$ cat src/rtl/pipeline_isa_pkg.sv
// ISA definitions shared by the issue controller and the Pipeline decoder.
package pipeline_isa_pkg;

    localparam logic [5:0] OP_MOV  = 6'd0;
    localparam logic [5:0] OP_NOT  = 6'd1;
    localparam logic [5:0] OP_AND  = 6'd2;
    localparam logic [5:0] OP_ADD  = 6'd3;
    localparam logic [5:0] OP_NOR  = 6'd4;
    localparam logic [5:0] OP_NAND = 6'd5;
    localparam logic [5:0] OP_SUB  = 6'd6;
    localparam logic [5:0] OP_SLT  = 6'd7;
    localparam logic [5:0] OP_ADDI = 6'd11;
    localparam logic [5:0] OP_SUBI = 6'd14;

    localparam int OP_LSB = 26;
    localparam int RD_LSB = 21;
    localparam int RS_LSB = 16;
    localparam int RT_LSB = 11;

    localparam logic [31:0] NOP_INSTR = 32'h0000_0000;

    typedef enum logic [1:0] {
        ST_IDLE,
        ST_ISSUE,
        ST_STALL
    } issue_state_t;

    typedef struct packed {
        logic       vld;
        logic [4:0] rd;
    } sb_entry_t;

    function automatic logic is_legal(input logic [5:0] op);
        case (op)
            OP_MOV, OP_NOT, OP_AND, OP_ADD, OP_NOR,
            OP_NAND, OP_SUB, OP_SLT, OP_ADDI, OP_SUBI: return 1'b1;
            default:                                   return 1'b0;
        endcase
    endfunction

    function automatic logic uses_rt(input logic [5:0] op);
        case (op)
            OP_AND, OP_ADD, OP_NOR, OP_NAND, OP_SUB, OP_SLT: return 1'b1;
            default:                                         return 1'b0;
        endcase
    endfunction

endpackage

$ cat src/rtl/issue_fifo.sv
// Instruction queue: DEPTH x 32 FIFO with occupancy count and synchronous flush.
module issue_fifo
    import pipeline_isa_pkg::*;
#(
    parameter int DEPTH = 4
) (
    input  logic                       clk,
    input  logic                       rst,
    input  logic                       push,
    input  logic                       pop,
    input  logic                       flush,
    input  logic [31:0]                wdata,
    output logic [31:0]                rdata,
    output logic                       full,
    output logic                       empty,
    output logic [$clog2(DEPTH):0]     count
);
    localparam int AW = $clog2(DEPTH);
    localparam int CW = AW + 1;

    logic [31:0]   mem [DEPTH];
    logic [AW-1:0] wr_ptr;
    logic [AW-1:0] rd_ptr;
    logic          push_ok;
    logic          pop_ok;

    assign full    = (count == CW'(DEPTH));
    assign empty   = (count == '0);
    assign push_ok = push && !full && !flush;
    assign pop_ok  = pop && !empty;
    assign rdata   = empty ? NOP_INSTR : mem[rd_ptr];

    always_ff @(posedge clk or negedge rst) begin
        if (!rst) begin
            wr_ptr <= '0;
            rd_ptr <= '0;
            count  <= '0;
        end else if (flush) begin
            wr_ptr <= '0;
            rd_ptr <= '0;
            count  <= '0;
        end else begin
            if (push_ok) wr_ptr <= wr_ptr + 1'b1;
            if (pop_ok)  rd_ptr <= rd_ptr + 1'b1;
            count <= count + CW'(push_ok) - CW'(pop_ok);
        end
    end

    always_ff @(posedge clk) begin
        if (push_ok) mem[wr_ptr] <= wdata;
    end

endmodule

$ cat src/rtl/pipeline_issue_ctrl.sv
// Issue sequencer: queues instructions, holds RAW-dependent heads, feeds Pipeline.InstrIn.
//   state    | meaning
//   ST_IDLE  | queue empty, bubbles issued
//   ST_ISSUE | head issuing (or dropped as illegal)
//   ST_STALL | head held on a RAW hazard
module pipeline_issue_ctrl
    import pipeline_isa_pkg::*;
#(
    parameter int QDEPTH   = 4,
    parameter int PIPE_LAT = 3
) (
    input  logic                      clk,
    input  logic                      rst,
    input  logic                      in_valid,
    output logic                      in_ready,
    input  logic [31:0]               in_instr,
    input  logic                      flush,
    output logic [31:0]               issue_instr,
    output logic                      issue_valid,
    output logic                      stall,
    output logic                      illegal,
    output logic [$clog2(QDEPTH):0]   occupancy
);
    localparam int CW = $clog2(QDEPTH) + 1;
    // A result is readable by an issue landing PIPE_LAT cycles later, so only the
    // newest PIPE_LAT-1 issued words (slot 0 = word on issue_instr) can block a decision.
    localparam int SB_N = PIPE_LAT - 1;

    sb_entry_t    sb [SB_N];
    issue_state_t state, state_next;

    logic [31:0] head;
    logic        q_empty, q_full;
    logic [5:0]  op;
    logic [4:0]  rd, rs, rt;
    logic        legal, haz, go, hold, pop, push_ok, will_empty;

    issue_fifo #(.DEPTH(QDEPTH)) u_fifo (
        .clk   (clk),
        .rst   (rst),
        .push  (in_valid),
        .pop   (pop),
        .flush (flush),
        .wdata (in_instr),
        .rdata (head),
        .full  (q_full),
        .empty (q_empty),
        .count (occupancy)
    );

    assign in_ready = !q_full;

    always_comb begin
        op    = head[OP_LSB +: 6];
        rd    = head[RD_LSB +: 5];
        rs    = head[RS_LSB +: 5];
        rt    = head[RT_LSB +: 5];
        legal = is_legal(op);
        haz   = 1'b0;
        for (int i = 0; i < SB_N; i++) begin
            if (sb[i].vld && (sb[i].rd == rs || (uses_rt(op) && sb[i].rd == rt))) haz = 1'b1;
        end
        go         = !q_empty && legal && !haz;
        hold       = !q_empty && legal && haz;
        pop        = !q_empty && !hold;
        push_ok    = in_valid && !q_full && !flush;
        will_empty = flush || (occupancy == CW'(pop) && !push_ok);
    end

    always_ff @(posedge clk or negedge rst) begin
        if (!rst) begin
            issue_instr <= NOP_INSTR;
            issue_valid <= 1'b0;
            stall       <= 1'b0;
            illegal     <= 1'b0;
        end else begin
            issue_instr <= go ? head : NOP_INSTR;
            issue_valid <= go;
            stall       <= hold;
            illegal     <= !q_empty && !legal;
        end
    end

    always_ff @(posedge clk or negedge rst) begin
        if (!rst) begin
            for (int i = 0; i < SB_N; i++) sb[i] <= '0;
        end else begin
            sb[0].vld <= go;
            sb[0].rd  <= rd;
            for (int i = 1; i < SB_N; i++) sb[i] <= sb[i-1];
        end
    end

    always_ff @(posedge clk or negedge rst) begin
        if (!rst) state <= ST_IDLE;
        else      state <= state_next;
    end

    always_comb begin
        state_next = state;
        case (state)
            ST_IDLE:  if (!will_empty) state_next = ST_ISSUE;
            ST_ISSUE: if (will_empty) state_next = ST_IDLE;
                      else if (hold) state_next = ST_STALL;
            ST_STALL: if (will_empty) state_next = ST_IDLE;
                      else if (!hold) state_next = ST_ISSUE;
            default:  state_next = ST_IDLE;
        endcase
    end

endmodule

$ cat config.mk
export PLATFORM = sky130hd
export DESIGN_NAME = pipeline_issue_ctrl
export DESIGN_NICKNAME = d
export VERILOG_FILES = /design/src/rtl/pipeline_isa_pkg.sv /design/src/rtl/issue_fifo.sv /design/src/rtl/pipeline_issue_ctrl.sv
export SDC_FILE = /design/constraint.sdc
export NUM_CORES = 1
export LEC_CHECK = 0
export ABC_AREA = 1
export CORE_MARGIN = 1
export CORE_UTILIZATION = 55
export CTS_BUF_LIST = sky130_fd_sc_hd__clkbuf_4 sky130_fd_sc_hd__clkbuf_8 sky130_fd_sc_hd__clkbuf_16
export CTS_CLUSTER_DIAMETER = 120
export DETAILED_ROUTE_END_ITERATION = 16
export DONT_BUFFER_PORTS = 1
export PLACE_DENSITY = 0.7
export SLEW_MARGIN = 20
export SYNTH_ARGS = -nofsm -noshare
export SYNTH_HDL_FRONTEND = slang
export SYNTH_SLANG_ARGS = --single-unit
$ cat constraint.sdc
create_clock -name clk -period 4.1 [get_ports clk]
set_input_delay 0.82 -clock clk [delete_from_list [all_inputs] [get_ports clk]]
set_output_delay 0.82 -clock clk [all_outputs]
set_load 0.05 [all_outputs]
== Word level (Yosys, flattened, before mapping) ==
Memory sizes are Yosys's and may differ from the RTL's.
Index checks and enable logic that the tools add are counted.

* Flip-flop bits (word level): 53
* Bits in latches: 0
* Memory bits (writable): 128
* ROM bits: 16
* Input bits: 36
* Memories: 2

{| class="wikitable"
|+ Memories
! memory !! words !! width !! read ports !! clocked after Yosys merged registers in !! write ports !! line !! RTL
|-
| u_fifo.mem || 4 || 32 || 1 || 0 || 1 || issue_fifo.sv:21 || <nowiki>logic [31:0] mem [DEPTH];</nowiki>
|-
| (name not given) || 16 || 1 || 1 || 0 || 0 || pipeline_isa_pkg.sv:34 || <nowiki>case (op)</nowiki>
|}

* $add $sub $neg: 4
* Multiply operators: 0
* Divide/modulo/power cells: 0
* $lt $le $gt $ge: 0
* Equality and inequality tests: 11
* Shift-type cells: 0
* Multiplexer cells: 13
* Bitwise operators: 0
* Reduce and logical (&&, ||, !) cells: 25

{| class="wikitable"
|+ Operators by type and width
! operator !! number
|-
| 32-bit two-way mux || 2
|-
| 6-bit by 3-bit == test with 1-bit output, second input constant || 4
|-
| 5-bit == test || 4
|-
| 6-bit by 2-bit == test with 1-bit output, second input constant || 2
|-
| 1-bit logical AND || 12
|-
| 2-bit two-way mux || 4
|-
| 1-bit zero test || 6
|-
| 1-bit two-way mux || 6
|-
| 6-bit OR reduction || 1
|-
| 2-bit by 1-bit adder with 2-bit output, second input constant || 2
|-
| 2-bit nonzero test || 2
|-
| 3-bit by 1-bit adder with 3-bit output || 1
|-
| 3-bit == test, second input constant || 1
|-
| 3-bit zero test || 1
|-
| 3-bit two-way mux || 1
|-
| 3-bit by 1-bit subtractor with 3-bit output || 1
|-
| 2-bit zero test || 1
|-
| 1-bit logical OR || 2
|}

== Longest topological paths before layout ==
* Depth after elaboration: 16
* Gate-level depth with buffers: 24
* Mapped depth without buffers: 22

== Cells and area by module ==
A second synthesis with hierarchy kept.

* Cells, all modules: 747
* Area total of the unflattened synthesis: 7694.9 sq um

{| class="wikitable"
|+ By module, submodules not included
! module !! times used !! cells each !! area each (sq um) !! sequential area each (sq um)
|-
| issue_fifo || 1 || 537 || 5850.6 || 4018.9
|-
| pipeline_issue_ctrl || 1 || 210 || 1844.3 || 1151.1
|}

== Worst setup path before layout ==
Ideal clock, no wire load.

* Path type: register to register
* Start: register u_fifo.count[1]
* End: memory u_fifo.mem[0][0] (enable)
* Data arrival time: 2.962 ns
* Data required time: 3.679 ns
* Slack: 0.717 ns
* Stages on the path, launching flop included: 7
* Buffers on the path: 0
* Cells stage by stage: dfrtp_1 nor2_1 nand2_1 nand2_1 nor2_1 inv_1 nor2_1

* Cells in the longest elaborated chain, start to end: 6

{| class="wikitable"
|+ RTL lines
! element !! line !! RTL
|-
| start: declaration || issue_fifo.sv:16 || <nowiki>output logic [$clog2(DEPTH):0] count</nowiki>
|-
| start signal: assignment || issue_fifo.sv:45 || <nowiki>count <= count + CW'(push_ok) - CW'(pop_ok);</nowiki>
|-
| 3-bit == test || issue_fifo.sv:27 || <nowiki>assign full = (count == CW'(DEPTH));</nowiki>
|-
| 1-bit zero test || -- ||
|-
| via in_ready || pipeline_issue_ctrl.sv:15 || <nowiki>output logic in_ready,</nowiki>
|-
| 1-bit logical AND (2 in a row) || issue_fifo.sv:29 || <nowiki>assign push_ok = push && !full && !flush;</nowiki>
|-
| 1-bit two-way mux || issue_fifo.sv:50 || <nowiki>if (push_ok) mem[wr_ptr] <= wdata;</nowiki>
|-
| 1-bit two-way mux (not written as such) || issue_fifo.sv:50 ||
|-
| end: declaration || issue_fifo.sv:21 ||
|}

The timed path passes the listed nets, and every way through them passes these cells.

== Worst setup path after layout ==
* Start: register u_fifo.rd_ptr[0]
* End: register u_fifo.count[2]

* Cells in the longest elaborated chain, start to end: 16
* Elaborated cells between the ends (all ways): 32
* Those cells by class: add/sub: 1; eq/ne: 10; mux: 6; reduce/logical: 13; memory: 2

{| class="wikitable"
|+ RTL lines
! element !! line !! RTL
|-
| start: declaration || issue_fifo.sv:23 || <nowiki>logic [AW-1:0] rd_ptr;</nowiki>
|-
| start signal: assignment || issue_fifo.sv:44 || <nowiki>if (pop_ok) rd_ptr <= rd_ptr + 1'b1;</nowiki>
|-
| memory 4 x 32 bit (*) || -- ||
|-
| 32-bit two-way mux (*) || issue_fifo.sv:31 || <nowiki>assign rdata = empty ? NOP_INSTR : mem[rd_ptr];</nowiki>
|-
| 6-bit by 2-bit == test with 1-bit output / 6-bit by 3-bit == test with 1-bit output (equally long branches) || pipeline_isa_pkg.sv:42 || <nowiki>case (op)</nowiki>
|-
| 6-bit OR reduction || pipeline_isa_pkg.sv:42 ||
|-
| 1-bit two-way mux || pipeline_isa_pkg.sv:42 ||
|-
| 1-bit logical AND || pipeline_issue_ctrl.sv:61 || <nowiki>if (sb[i].vld && (sb[i].rd == rs || (uses_rt(op) && sb[i].rd == rt))) haz = 1'b1;</nowiki>
|-
| 1-bit logical OR || pipeline_issue_ctrl.sv:61 ||
|-
| 1-bit logical AND || pipeline_issue_ctrl.sv:61 ||
|-
| 1-bit two-way mux (2 in a row) || pipeline_issue_ctrl.sv:61 ||
|-
| 1-bit logical AND (*) || pipeline_issue_ctrl.sv:64 || <nowiki>hold = !q_empty && legal && haz;</nowiki>
|-
| 1-bit zero test (*) || -- ||
|-
| 1-bit logical AND (*) || pipeline_issue_ctrl.sv:65 || <nowiki>pop = !q_empty && !hold;</nowiki>
|-
| 1-bit logical AND (*) || issue_fifo.sv:30 || <nowiki>assign pop_ok = pop && !empty;</nowiki>
|-
| 3-bit by 1-bit subtractor with 3-bit output (*) || issue_fifo.sv:45 ||
|-
| 3-bit two-way mux (*) || issue_fifo.sv:38 || <nowiki>end else if (flush) begin</nowiki>
|}

Every way passes the cells marked *; elsewhere a longest branch is shown, timed or not.
A chain may end at the register's enable or synchronous reset.

==> impl_results.md <==
* Largest family of logic cells by synthesized area: simple AND/OR/NAND/NOR gates
* Synth Area in XOR/XNOR at 0.00368
* Netlist cell types at 25
* Most used cell, CP: nand2_1
* # setup viols final at 0
* Sequential area share after synthesis at 0.723
* Clock transition at the registers of the reported paths at 70 ps
* Slew margin rel. at 0.521
* DR WL/cell at 17.9 µm
* First-pass GRT wire length at 22,400 µm
* Gpl congestion at 0.884
* Worst Path Required at 4460 ps
* Pwr Total at 6.32 mW
* Largest net degree at the start of global routing at 67
* DPL Wire Length at 8530 µm
* Global route overflow at 0
* Area Growth Syn to Fin at 11.6%
* Routed vias at 4,412
* Avg Inst Size Synth at 12.0 µm²
* Fraction of the mapped netlist area in adder cells at 0.0133
* PD cells at 792 nW/µm²
* Sink Count at 181
* Hold crit path type: input pin to async pin
* # diodes at 0
* Proportion of layout cells with a drive suffix above 1 at 0.104
* Clk_lat worst skew at 430 ps
* Setup TNS at 0 ps
* Peak supply drop at 496 µV
* I/O Pins at 75
* Mux contribution to synthesized area at 0
* # port buffers at 0
* Tot GR Track Use at 0.233
* Post-cts resize count at 0
* Vias in the first global route at 4,390
* Die Ht at 116 µm
* Startpoint types: flop
* Postcts setup bufs at 0
* Die Footprint at 13,500 µm²
* Clock Tree Root: clkbuf_16
* Status: finished clean
* CP top delay family: simple AND/OR/NAND/NOR gates
* WP data arrival at 3910 ps
* Yosys reg bits at 181
* TritonCTS Buffers at 17
* Clock tree buffer depth at 2
* # nets final at 647
* Leak pwr at 3.25 nW
* Core Box Area at 12,700 µm²
* Antenna-violating nets left at 0
* Buf+Inv Stages, Crit Path at 4
* Simple-Gate Fraction of Synth Area at 0.172
* Initial antenna violation count at 0
* H-tree depth at 4
* Detailed-router iteration count before antenna repair at 6
* Fill count at 967
* Row cnt at 41
* Max-slew violations at 0
* Clock skew at 11.7 ps
* Die Wd at 116 µm
* Synth Cell Area at 7150 µm²
* Critical Path Max Stage Delay at 590 ps
* Final hold vios at 0
* CTS tree: done
* Drt first-iter violations at 379
* Compound-gate portion of the synthesized area at 0.0480
* Slew @ Worst Pin at 718 ps
* Gate Count Post-Synth at 597
* # hold bufs at CTS at 0
* Critical-path top delay cell: buf_4
* Max-Cap Viols at 0
* Unrepaired setup endpoints after global routing: false
* WHS at 80.2 ps
* Cells along the critical path: buf_4, nand2_1, nand3_1, nand3_1, nand2_1, nand2_1, nor2_1, nand3_1, nand2_1, nand2_1, nand2_1, nand2_1, nand2_1, inv_1, ha_1, inv_1, ha_1, inv_1, fa_1, xor2_1, nor2_1
* Fin util at 0.629
* WL final at 14,200 µm
* Min Tclk post-route at 3560 ps
* Max Clk Rate at 281 MHz
* Crit Path Max Fanout at 66
* Critical path class: flop to flop
* Residual DRC at 0
* Via density at 5.59
* Fin crit share at 0.867
* Starting Density at 0.564
* Crit. End Element: flop
* Synth Warn # at 0
-- through the flow --
step                      cells  cell area (µm²)  setup slack, ps
final                       789             7980              544
after detailed placement    757             7350              588
after floorplan             598             7150              717
after CTS                   789             7980              568
after global placement      757             7350              708
after global routing        789             7980              291
-- placed cells by master, fill, tap and decap left out, drive strengths merged --
cell type,count
a211oi,11
a21oi,29
a32o,5
buf,14
bufinv,3
clkbuf,17
clkinv,5
clkinvlp,3
conb,2
dfrtp,53
edfxtp,128
fa,1
ha,6
inv,39
nand2,177
nand3,50
nand4,21
nor2,47
o21ai,3
xnor2,1
xor2,2
-- cells in the mapped netlist (all sizes together) --
library cell,count,area (µm²)
nand2,177,664
edfxtp,128,3840
dfrtp,53,1330
nand3,50,255
nor2,47,176
inv,34,128
a21oi,29,145
nand4,21,131
buf,17,115
a211oi,11,133
clkbuf,10,37.5
ha,6,75.1
a32o,5,50.1
o21ai,3,15.0
xor2,2,17.5
clkinv,1,3.75
conb,1,3.75
fa,1,20.0
xnor2,1,8.76
-- sequential cells by signal, summed over array words and instances (netlist names) --
register	flops
stall	1
illegal	1
issue_instr	32
u_fifo.count	3
u_fifo.mem	128
u_fifo.rd_ptr	2
sb	12
u_fifo.wr_ptr	2
-- cell type report --
| type | count | area [µm²] | share of cell area |
|---|---|---|---|
| inverters | 35 | 131 | 0.0165 |
| multi-input cells | 355 | 1730 | 0.217 |
| well taps | 172 | 215 | 0.0270 |
| repair buffers | 14 | 105 | 0.0132 |
| clock inverters | 15 | 198 | 0.0248 |
| clock buffers | 17 | 425 | 0.0533 |
| flip-flops and latches | 181 | 5170 | 0.648 |
-- worst paths after layout --
kind / end / depth (start not counted) / slack, ps / from
max in group asynchronous: issue_instr[3] / 0 / 3920 / rst
min: issue_instr[17] / 0 / 80 / rst
min in group clk: u_fifo.count[1] / 1 / 440 / flush
max: u_fifo.count[2] / 21 / 540 / u_fifo.rd_ptr[0]
max reg2reg: u_fifo.count[2] / 21 / 540 / u_fifo.rd_ptr[0]
min reg2reg: sb[3] / 0 / 440 / sb[9]
-- logic make-up (layout without fill, tap and decap cells) --
logic type,after synthesis,in the layout
fa+ha+maj,7,7
simple gates,295,295
xor+xnor,3,3
buf+inv,62,81
flops,181,181
other cells,1,2
compound gates,48,48
-- layer usage --
layer	wire, µm	global-route usage	vias to the layer above
met2	6840	0.378	176
met1	5860	0.286	2159
li1	-	-	2054
met4	270	0.0889	0
met3	1190	0.0847	23
met5	0	0	-
-- power breakdown --
part	internal [mW]	switching [mW]
registers	2.22	0.509
logic	0.556	1.34
clock network	0.976	0.711
(Power assumes the default switching activity.)
